[src/rtl/dog_anim_pkg.sv]
`default_nettype none
// ============================================================================
//  Module      : dog_anim_pkg
//  Description : Shared types and constants for the dog walk-animation
//                sequencer (FSM states, command encoding, colour width).
//  Revision    : 1.0  initial release
// ============================================================================
package dog_anim_pkg;

   localparam int RGB_W = 12;

   typedef enum logic [1:0] {
      IDLE = 2'd0,
      RUN  = 2'd1,
      HOLD = 2'd2
   } anim_state_t;

   typedef enum logic [1:0] {
      CMD_NONE  = 2'd0,
      CMD_START = 2'd1,
      CMD_STOP  = 2'd2,
      CMD_HOME  = 2'd3
   } anim_cmd_t;

   // Collapse the three request strobes into one command; home beats stop beats start.
   function automatic anim_cmd_t encode_cmd(input logic start, input logic stop, input logic home);
      anim_cmd_t cmd;
      if (home)       cmd = CMD_HOME;
      else if (stop)  cmd = CMD_STOP;
      else if (start) cmd = CMD_START;
      else            cmd = CMD_NONE;
      return cmd;
   endfunction

endpackage
`default_nettype wire

[src/rtl/vsync_tick.sv]
`default_nettype none
// ============================================================================
//  Module      : vsync_tick
//  Description : Detects the falling edge of the active-low vertical sync and
//                produces a one-cycle frame tick.
//  Revision    : 1.0  initial release
// ============================================================================
module vsync_tick (
   input  logic vga_clk_i,
   input  logic reset_i,
   input  logic vs_i,
   output logic tick_o
);

   logic vs_q;

   // Delay vs by one pixel clock; idles high so reset never fakes an edge.
   always_ff @(posedge vga_clk_i) begin
      if (reset_i) vs_q <= 1'b1;
      else         vs_q <= vs_i;
   end

   assign tick_o = vs_q & ~vs_i;

endmodule
`default_nettype wire

[src/rtl/dog_anim_sequencer.sv]
`default_nettype none
// ============================================================================
//  Module      : dog_anim_sequencer
//  Description : Selects one of NUM_FRAMES sprite colour streams per video
//                frame and steps the walk animation on vsync boundaries, so a
//                frame never mixes two sprites. Drives the final RGB pins.
//  Revision    : 1.0  initial release
// ============================================================================
module dog_anim_sequencer
   import dog_anim_pkg::*;
#(
   parameter  int NUM_FRAMES     = 6,
   parameter  int TICKS_PER_STEP = 6,
   parameter  bit PING_PONG      = 1'b0,
   localparam int IDX_W          = (NUM_FRAMES > 1) ? $clog2(NUM_FRAMES) : 1
) (
   input  logic                          vga_clk_i,
   input  logic                          reset_i,
   input  logic                          vs_i,
   input  logic                          start_i,
   input  logic                          stop_i,
   input  logic                          home_i,
   input  logic [NUM_FRAMES*RGB_W-1:0]   rgb_in_i,
   output logic [3:0]                    red_o,
   output logic [3:0]                    green_o,
   output logic [3:0]                    blue_o,
   output logic [IDX_W-1:0]              frame_idx_o,
   output logic                          step_o,
   output logic                          running_o
);

   localparam int              CNT_W    = (TICKS_PER_STEP > 1) ? $clog2(TICKS_PER_STEP) : 1;
   localparam logic [CNT_W-1:0] CNT_LAST = CNT_W'(TICKS_PER_STEP - 1);
   localparam logic [IDX_W-1:0] IDX_LAST = IDX_W'(NUM_FRAMES - 1);
   localparam logic [IDX_W-1:0] IDX_PEN  = IDX_W'(NUM_FRAMES - 2);
   localparam logic [IDX_W-1:0] IDX_ONE  = IDX_W'(1);

   anim_state_t      state_q,   state_d;
   anim_cmd_t        pending_q, pending_d;
   anim_cmd_t        req;
   logic [IDX_W-1:0] idx_q,     idx_d;
   logic [CNT_W-1:0] cnt_q,     cnt_d;
   logic             dir_down_q, dir_down_d;
   logic             step_q,    step_d;
   logic [RGB_W-1:0] rgb_q;
   logic [IDX_W-1:0] adv_idx;
   logic             adv_dir_down;
   logic             tick;
   logic [RGB_W-1:0] slice [NUM_FRAMES];

   vsync_tick u_vsync_tick (
      .vga_clk_i (vga_clk_i),
      .reset_i   (reset_i),
      .vs_i      (vs_i),
      .tick_o    (tick)
   );

   generate
      for (genvar k = 0; k < NUM_FRAMES; k++) begin : g_slice
         assign slice[k] = rgb_in_i[k*RGB_W +: RGB_W];
      end
   endgenerate

   assign req = encode_cmd(start_i, stop_i, home_i);

   // Next sprite frame (and direction) if the animation advances this tick.
   always_comb begin
      adv_idx      = idx_q;
      adv_dir_down = dir_down_q;
      if (NUM_FRAMES == 1) begin
         adv_idx = '0;
      end else if (!PING_PONG) begin
         adv_idx = (idx_q == IDX_LAST) ? '0 : idx_q + 1'b1;
      end else if (!dir_down_q) begin
         if (idx_q == IDX_LAST) begin
            adv_dir_down = 1'b1;
            adv_idx      = IDX_PEN;
         end else begin
            adv_idx = idx_q + 1'b1;
         end
      end else begin
         if (idx_q == '0) begin
            adv_dir_down = 1'b0;
            adv_idx      = IDX_ONE;
         end else begin
            adv_idx = idx_q - 1'b1;
         end
      end
   end

   // Command latch and sequencer next state; everything moves only on a tick.
   always_comb begin
      state_d    = state_q;
      idx_d      = idx_q;
      cnt_d      = cnt_q;
      dir_down_d = dir_down_q;
      step_d     = 1'b0;

      // A tick consumes the old pending command; a request in that same cycle waits for the next tick.
      if (tick)                 pending_d = req;
      else if (req != CMD_NONE) pending_d = req;
      else                      pending_d = pending_q;

      if (tick) begin
         case (state_q)
            IDLE: begin
               idx_d = '0;
               if (pending_q == CMD_START) begin
                  state_d = RUN;
                  cnt_d   = '0;
               end
            end
            RUN: begin
               if (pending_q == CMD_HOME) begin
                  state_d    = IDLE;
                  idx_d      = '0;
                  cnt_d      = '0;
                  dir_down_d = 1'b0;
                  step_d     = (idx_q != '0);
               end else if (pending_q == CMD_STOP) begin
                  state_d = HOLD;
               end else if (cnt_q == CNT_LAST) begin
                  cnt_d      = '0;
                  idx_d      = adv_idx;
                  dir_down_d = adv_dir_down;
                  step_d     = 1'b1;
               end else begin
                  cnt_d = cnt_q + 1'b1;
               end
            end
            HOLD: begin
               if (pending_q == CMD_START) begin
                  state_d = RUN;
               end else if (pending_q == CMD_HOME) begin
                  state_d    = IDLE;
                  idx_d      = '0;
                  cnt_d      = '0;
                  dir_down_d = 1'b0;
                  step_d     = (idx_q != '0);
               end
            end
            default: begin
               state_d = IDLE;
               idx_d   = '0;
               cnt_d   = '0;
            end
         endcase
      end
   end

   // Sequencer state registers.
   always_ff @(posedge vga_clk_i) begin
      if (reset_i) begin
         state_q    <= IDLE;
         pending_q  <= CMD_NONE;
         idx_q      <= '0;
         cnt_q      <= '0;
         dir_down_q <= 1'b0;
         step_q     <= 1'b0;
      end else begin
         state_q    <= state_d;
         pending_q  <= pending_d;
         idx_q      <= idx_d;
         cnt_q      <= cnt_d;
         dir_down_q <= dir_down_d;
         step_q     <= step_d;
      end
   end

   // Registered colour mux: the displayed frame's colour appears one cycle after the index.
   always_ff @(posedge vga_clk_i) begin
      if (reset_i) rgb_q <= '0;
      else         rgb_q <= slice[idx_q];
   end

   assign red_o       = rgb_q[11:8];
   assign green_o     = rgb_q[7:4];
   assign blue_o      = rgb_q[3:0];
   assign frame_idx_o = idx_q;
   assign step_o      = step_q;
   assign running_o   = (state_q == RUN);

endmodule
`default_nettype wire

[config.mk]
export PLATFORM = sky130hd
export DESIGN_NAME = dog_anim_sequencer
export DESIGN_NICKNAME = d
export VERILOG_FILES = /design/src/rtl/dog_anim_pkg.sv /design/src/rtl/vsync_tick.sv /design/src/rtl/dog_anim_sequencer.sv
export SDC_FILE = /design/constraint.sdc
export NUM_CORES = 1
export LEC_CHECK = 0
export CORE_ASPECT_RATIO = 1.75
export CORE_MARGIN = 2
export CORE_UTILIZATION = 37
export DETAILED_ROUTE_END_ITERATION = 7
export HOLD_SLACK_MARGIN = 0.08
export PLACE_DENSITY_LB_ADDON = 0.2
export REMOVE_ABC_BUFFERS = 1
export SYNTH_ARGS = -nofsm -noshare
export SYNTH_HDL_FRONTEND = slang
export SYNTH_SLANG_ARGS = --single-unit
[constraint.sdc]
create_clock -name vga_clk_i -period 1.7 [get_ports vga_clk_i]
set_input_delay 0.17 -clock vga_clk_i [delete_from_list [all_inputs] [get_ports vga_clk_i]]
set_output_delay 0.17 -clock vga_clk_i [all_outputs]
set_load 0.05 [all_outputs]
# Word-level counts from Yosys, hierarchy flattened
# Index checks and enable logic that the tools add are counted.
# classes
addsub	2
order_cmp	1
eq_ne	14
mux	32
n_bitwise	4
n_reduce_logical	8
# op_table
operator	count
$bmux 12 s3	1
$mux 3	10
$mux 12	2
$mux 2	9
$reduce_and 5->1	2
$pmux 3 s3	1
$add 3x1->3 const B	2
$eq 2x2->1 const B	3
$eq 3x3->1 const B	2
$mux 1	6
$ne 2x2->1 const B	3
$ne 3x1->1 const B	2
$ne 3x3->1 const B	2
$pmux 2 s3	1
$pmux 3 s2	1
$eq 2x1->1 const B	2
$ge 4x4->1 const B	1
$not 3->4	1
$reduce_and 4->1	1
$reduce_bool 2->1	2
$reduce_bool 3->1	1
$logic_not 2->1	1
$not 1->1	2
$pmux 1 s2	1
2 further kinds	2
# totals
register_bits	24
input_bits	78
wordCells	68

# Logic depth before layout (Yosys ltp)
# depth
depth_word	6
mapped_depth	7

# Cells and area by module
# A second synthesis with hierarchy kept.
# hier_totals
hier_cells	155
area_unflattened_um2	1536.5
# by_module_without_submodules
module	n_inst	cells_per_inst	area_each_um2	seq_area_each_um2
dog_anim_sequencer	1	152	1501.4	460.4
vsync_tick	1	3	35.0	20.0

# Least setup slack after synthesis
# Ideal clock, no wire load.
# synth_timing
path_type	flip-flop to flip-flop
from	reg state_q[1]
to	reg idx_q[2] (netlist: frame_idx_o[2])
setup_time_ns	0.083
t_arrival_ns	1.838
required_time_ns	1.617
slack_ns	-0.221
path_stages_with_launch	7
path_buffers	1
path_cell_list	dfxtp_1 inv_1 ha_1 buf_2 nand4bb_1 or4b_1 o22ai_1
# synth_via
elab_chain_len	3
# synth_rtl
element	line	text
start: declaration	dog_anim_sequencer.sv:38	anim_state_t state_q, state_d;
start signal: assignment	dog_anim_sequencer.sv:161	state_q <= state_d;
$eq 2x1->1 (*)	n/a	
named net running_o	dog_anim_sequencer.sv:29	output logic running_o
$ne 3x1->1 (no line) / $ne 3x3->1 (equally long branches)	n/a	
$reduce_and 5->1 (no line)	n/a	
end signal: assignment	dog_anim_sequencer.sv:163	idx_q <= idx_d;
end: declaration	dog_anim_sequencer.sv:41	logic [IDX_W-1:0] idx_q, idx_d;
# The timed path passes the listed nets; every way through them passes the cells marked *.
# A chain may end at the register's enable or synchronous reset.

# Worst setup path in the final report
# layout_timing
from	reg state_q[0]
to	reg state_q[0]
# layout_via
elab_chain_len	3
# layout_rtl
element
$eq 2x2->1 (tied with other cells)
$ne 3x3->1 (no line) (tied with other cells)
$reduce_and 4->1 (no line)
# Several ways; a longest one is shown, not always the timed one.

==> impl_metrics.py <==
metrics = {
    "sta": {
        "slew_headroom_pct": 64.4,
        "hold_ws_ps": 488,
        "fmax_ghz": 0.613,
        "period_share_pct": 95.9,
        "fin_skew_ps": 7.11,
        "tightest_slew_ps": 534,
        "slew_viol_final": 0,
        "tns_ps": 0,
        "setup_viol": 0,
        "finalHoldViolations": 0,
        "period_needed_ps": 1630,
    },
    "detailed_routing": {
        "viasPerCell": 5.39,
        "ant_nets": 0,
        "avgRoutedWirePerCell_um": 16.1,
        "drt_iter0_drc": 17,
        "wl_mm": 4.78,
        "drtPass1Iterations": 4,
        "drcViolationCount": 0,
        "num_vias": 1602,
    },
    "logic_synthesis": {
        "avgSynthCellArea_um2": 10.2,
        "synth_top_area_share_pct": 31.7,
        "synthFlopType": "dfxtp_1",
        "yosysSeqAreaShare_pct": 31.7,
        "synth.most_common_cell": "dfxtp_1",
        "synthTopCellsByArea": "dfxtp_1 (32%), mux4_2 (18%), mux2_2 (8.9%), a22oi_1 (5.9%), nor2_1 (5.2%)",
        "synth_cell_type_count": 42,
        "ys_warn_count": 0,
        "synthArstFlopShare_pct": 0,
        "ys_ff_latch": 24,
        "syn_inst": 149,
        "synth_area_um2": 1520,
        "synth_enable_flop_cells": 0,
        "yosysTopAreaCell": "dfxtp_1",
        "synthTopCellsByCount": "dfxtp_1 (24), nor2_1 (21), a22oi_1 (12), mux2_2 (12), mux4_2 (12)",
    },
    "clocking": {
        "h-tree-depth": 1,
        "cts_tree": "built",
        "insertion_delay_ps": 280,
        "clkTransAtPathRegs_ps": 80,
        "cts_root_buf": "clkbuf_8",
        "cts.path.max_buffers": 2,
        "cts-buffers-inserted": 3,
        "cts_sinks": 24,
    },
    "critical_path": {
        "start_kind": "register",
        "r2r-end": "state_q[0]",
        "worstPathRequired_ps": 1910,
        "cp_cell_sequence": "inv_1 -> ha_2 -> buf_4 -> o21bai_1 -> o211ai_1 -> or3_1 -> a21oi_1",
        "r2r_slack_ps": 70,
        "crit_family": "compound AO/OA/AOI/OAI gates",
        "slowest_stage": "dfxtp_2",
        "cpPeakStageDelay_ps": 360,
        "worst_setup_path_end_kind": "register",
        "reg2reg_depth": 7,
        "path_class": "reg2reg",
        "crit_buf_inv": 2,
        "critPathArrivalTime_ps": 1840,
        "rr_startpoint": "state_q[0]",
        "worst-path-max-fanout": 4,
    },
    "run": {
        "maxCapViolations": 0,
    },
    "floorplan": {
        "die_y_um": 88.7,
        "initial_core_util_pct": 38.9,
        "core_um2": 3900,
        "row_count": 30,
        "die-area_um2": 4650,
        "die_w_um": 52.4,
        "pin_count": 95,
    },
    "cells_and_area": {
        "antenna_cells": 0,
        "fillers": 323,
        "nets": 332,
        "area_growth_pct": 79.1,
        "layout-drive-gt1-share_pct": 23.3,
        "final_cells": 297,
    },
    "placement": {
        "port_buffers": 94,
        "dp_hpwl_mm": 3.74,
        "gp_congestion": 0.811,
        "placedCellCount": 291,
    },
    "power_and_ir_drop": {
        "ir_worst_vdd_v": 0.000393,
        "cellLeakagePower_nw": 0.983,
        "total_power_mw": 1.43,
        "power_density_nw_per_um2": 525,
    },
    "grt": {
        "grt_pass1_wl_mm": 7.84,
        "grt_overflow": 0,
        "grt_pass1_vias": 1785,
        "grt_max_degree": 23,
        "track_usage_pct": 22.7,
        "antenna_found_initial": 0,
    },
    "hold_path": {
        "hold_path.class": "reg2reg",
        "hold_start": "state_q[0]",
        "holdPathEnd": "state_q[0]",
        "whs_path_depth": 2,
    },
    "run_status": {
        "outcome": "completed",
    },
}
layer usage:
metal | GRT usage, % | wire (um) | vias to the layer above
li1 | - | - | 762
met1 | 22.5 | 1630 | 759
met4 | 9.79 | 96 | 0
met3 | 6.42 | 429 | 7
met2 | 42.4 | 2620 | 74
met5 | 0 | 0 | -
sequential cells by signal, summed over array words and instances (netlist names):
| register | count |
|---|---|
| rgb_q | 12 |
| cnt_q | 3 |
| frame_idx_o | 3 |
| pending_q | 2 |
| state_q | 2 |
| step_o | 1 |
| u_vsync_tick.vs_q | 1 |
layout by cell type, fill, tap and decap left out, drive strengths merged, types with 2 or more instances in the layout:
master	count
a21oi	7
a22oi	12
a31oi	2
and3b	2
buf	17
clkbuf	4
clkdlybuf4s50	89
dfxtp	24
ha	4
inv	6
mux2	12
mux4	12
nand2	6
nand2b	3
nor2	21
nor2b	2
nor3	3
o22ai	2
tightest hold or removal path, stage by stage (launching register included):
cell     delay [ps]
dfxtp_2         340
nand2_1          60
a21oi_1          60
area by class of cell:
| class | instances | area [um2] | share of cell area, % |
|---|---|---|---|
| repair buffers | 106 | 1070 | 39.3 |
| multi-input cells | 109 | 1030 | 37.9 |
| flip-flops and latches | 24 | 482 | 17.7 |
| well taps | 48 | 60.1 | 2.21 |
| clock buffers | 4 | 55.1 | 2.02 |
| inverters | 6 | 22.5 | 0.828 |
worst max path at each step:
stage,startpoint,end,slack [ps],depth (start not counted)
6_report,state_q[0],state_q[0],70,7
5_1_grt,state_q[0],state_q[0],-10,7
4_1_cts,state_q[0],state_q[0],30,7
3_5_place_dp,state_q[0],cnt_q[1],-30,6
3_3_place_gp,vs_i,cnt_q[1],80,5
2_1_floorplan,frame_idx_o[0],rgb_q[0],-650,3
cell families (layout without fill, tap and decap cells):
group	Yosys count	in the layout	share of synthesized area, %
AOI/OAI and AO/OA	33	33	14.9
adders and majority gates	4	4	3.30
buffers and inverters	16	116	5.61
DFF	24	24	31.7
muxes	25	25	27.4
and+or+nand+nor	47	47	17.2
what timing repair did:
action                     4_1_cts  5_1_grt
setup endpoints to repair        2       11
pin swaps                        0        2
setup buffers                    0        2
hold buffers                     0        0
resized for setup                3       10
per-stage QoR:
stage | setup slack [ps] | utilization [%] | instance area, um2
finish | 69.5 | 69.6 | 2720
floorplan | -652 | - | 1460
detailed placement | -25.0 | 65.8 | 2570
CTS | 26.4 | 67.9 | 2650
global placement | 75.1 | 65.8 | 2570
global route | -14.2 | 69.6 | 2720
where the power goes:
group	switching [mW]	internal, mW
registers	0.0159	0.584
logic	0.156	0.266
clock network	0.198	0.208
total	0.369	1.06
Note: power is estimated with default switching activity, not from simulation.
==> variant (same flow settings) <==
The parameter `NUM_FRAMES` goes from 6 to 12.
--- a/src/rtl/dog_anim_sequencer.sv
+++ b/src/rtl/dog_anim_sequencer.sv
@@ -9,7 +9,7 @@
 module dog_anim_sequencer
    import dog_anim_pkg::*;
 #(
-   parameter  int NUM_FRAMES     = 6,
+   parameter  int NUM_FRAMES     = 12,
    parameter  int TICKS_PER_STEP = 6,
    parameter  bit PING_PONG      = 1'b0,
    localparam int IDX_W          = (NUM_FRAMES > 1) ? $clog2(NUM_FRAMES) : 1
Ports: changed (resized frame_idx_o and rgb_in_i); port bits go from 95 to 168. The function was not compared with the original's and may differ.
==> variant against the original RTL <==
Power up 13%. Cell area grew 54%. Sequential power up 3.3%. The flow now finishes with violations (setup timing). Worst setup slack got worse by 83 ps. Critical path type unchanged. Count of clock-buffer cells in the layout fell by 1. Synthesized area increased by 43%. Clock skew decreased by 4.1 ps. Global-route usage up 4.1 points. Sequential cell count grew 1. Wire length increased by 86%. Utilization up 2.9 points. Synthesized cell count up 55%.
==> variant: results (changes against the original RTL) <==
Status
  – Run status: complete, but fails checks (was complete, no violations)
  – Failing checks: setup timing

Route
  – WL met2: 4770 um (was 2620 um)
  – Met1 WL: 2750 um (was 1630 um)
  – Met3 WL: 1050 um (was 429 um)

STA
  – Final setup fails: 1 (was 0)
  – Final WS setup: -13.2 ps (was 69.5 ps)
  – Tightest Pin Transition: 846 ps (was 534 ps)

Synthesis
  – Area contributors post-synth: dfxtp_1, mux2i_1, mux4_2 (was dfxtp_1, mux4_2, mux2_2)
  – Seq/Total Area, Yosys: 0.230 (was 0.317)
  – #FFs+latches synth: 25 (was 24)
  – Syn Inst Count: 231 (was 149)

Setup path
  – Largest stage delay, worst path: 460 ps (was 360 ps)
  – Crit path DAT: 1930 ps (was 1840 ps)
  – CP max-delay cell: or4b_1 (was dfxtp_2)

Placed design
  – Post-Place Setup Slack: -125 ps (was -25.0 ps)
  – Detail Placement HPWL: 7380 um (was 3740 um)
  – Placed Instances: 476 (was 291)

Final layout
  – Final Util: 0.725 (was 0.696)
  – FILL cells: 467 (was 323)
  – Fin cells: 481 (was 297)

Power
  – Internal power: 1.20 mW (was 1.06 mW)
  – VDD IR max: 0.410 mV (was 0.393 mV)

Global route
  – GRT Resource Usage Total: 0.269 (was 0.227)
  – M3 GR Usage: 0.0810 (was 0.0642)
  – Largest net degree at the start of global routing: 57 (was 23)
-- variant: area by class of cell --
cell class,count,share of cell area
repair buffers,187,0.445
multi-input cells,168,0.381
flip-flops and latches,25,0.122
well taps,78,0.0233
inverters,19,0.0170
clock buffers,3,0.00984
clock inverters,1,0.00119
-- variant: kinds of logic (layout without fill, tap and decap cells) --
| group | Yosys count | count (layout) | share of synthesized area |
|---|---|---|---|
| AO/OA/AOI/OAI | 60 | 60 | 0.187 |
| adder cells (fa/ha/maj) | 6 | 6 | 0.0345 |
| buffers and inverters | 38 | 210 | 0.0724 |
| flip-flops | 25 | 25 | 0.230 |
| multiplexers | 57 | 57 | 0.360 |
| AND/OR/NAND/NOR | 45 | 45 | 0.116 |
-- variant: repair_timing --
item	4_1_cts	5_1_grt
hold buffers	0	0
pin swaps	2	1
buffers inserted	1	0
cloned	0	0
endpoints found under the setup margin	6	19
resized for setup	14	8
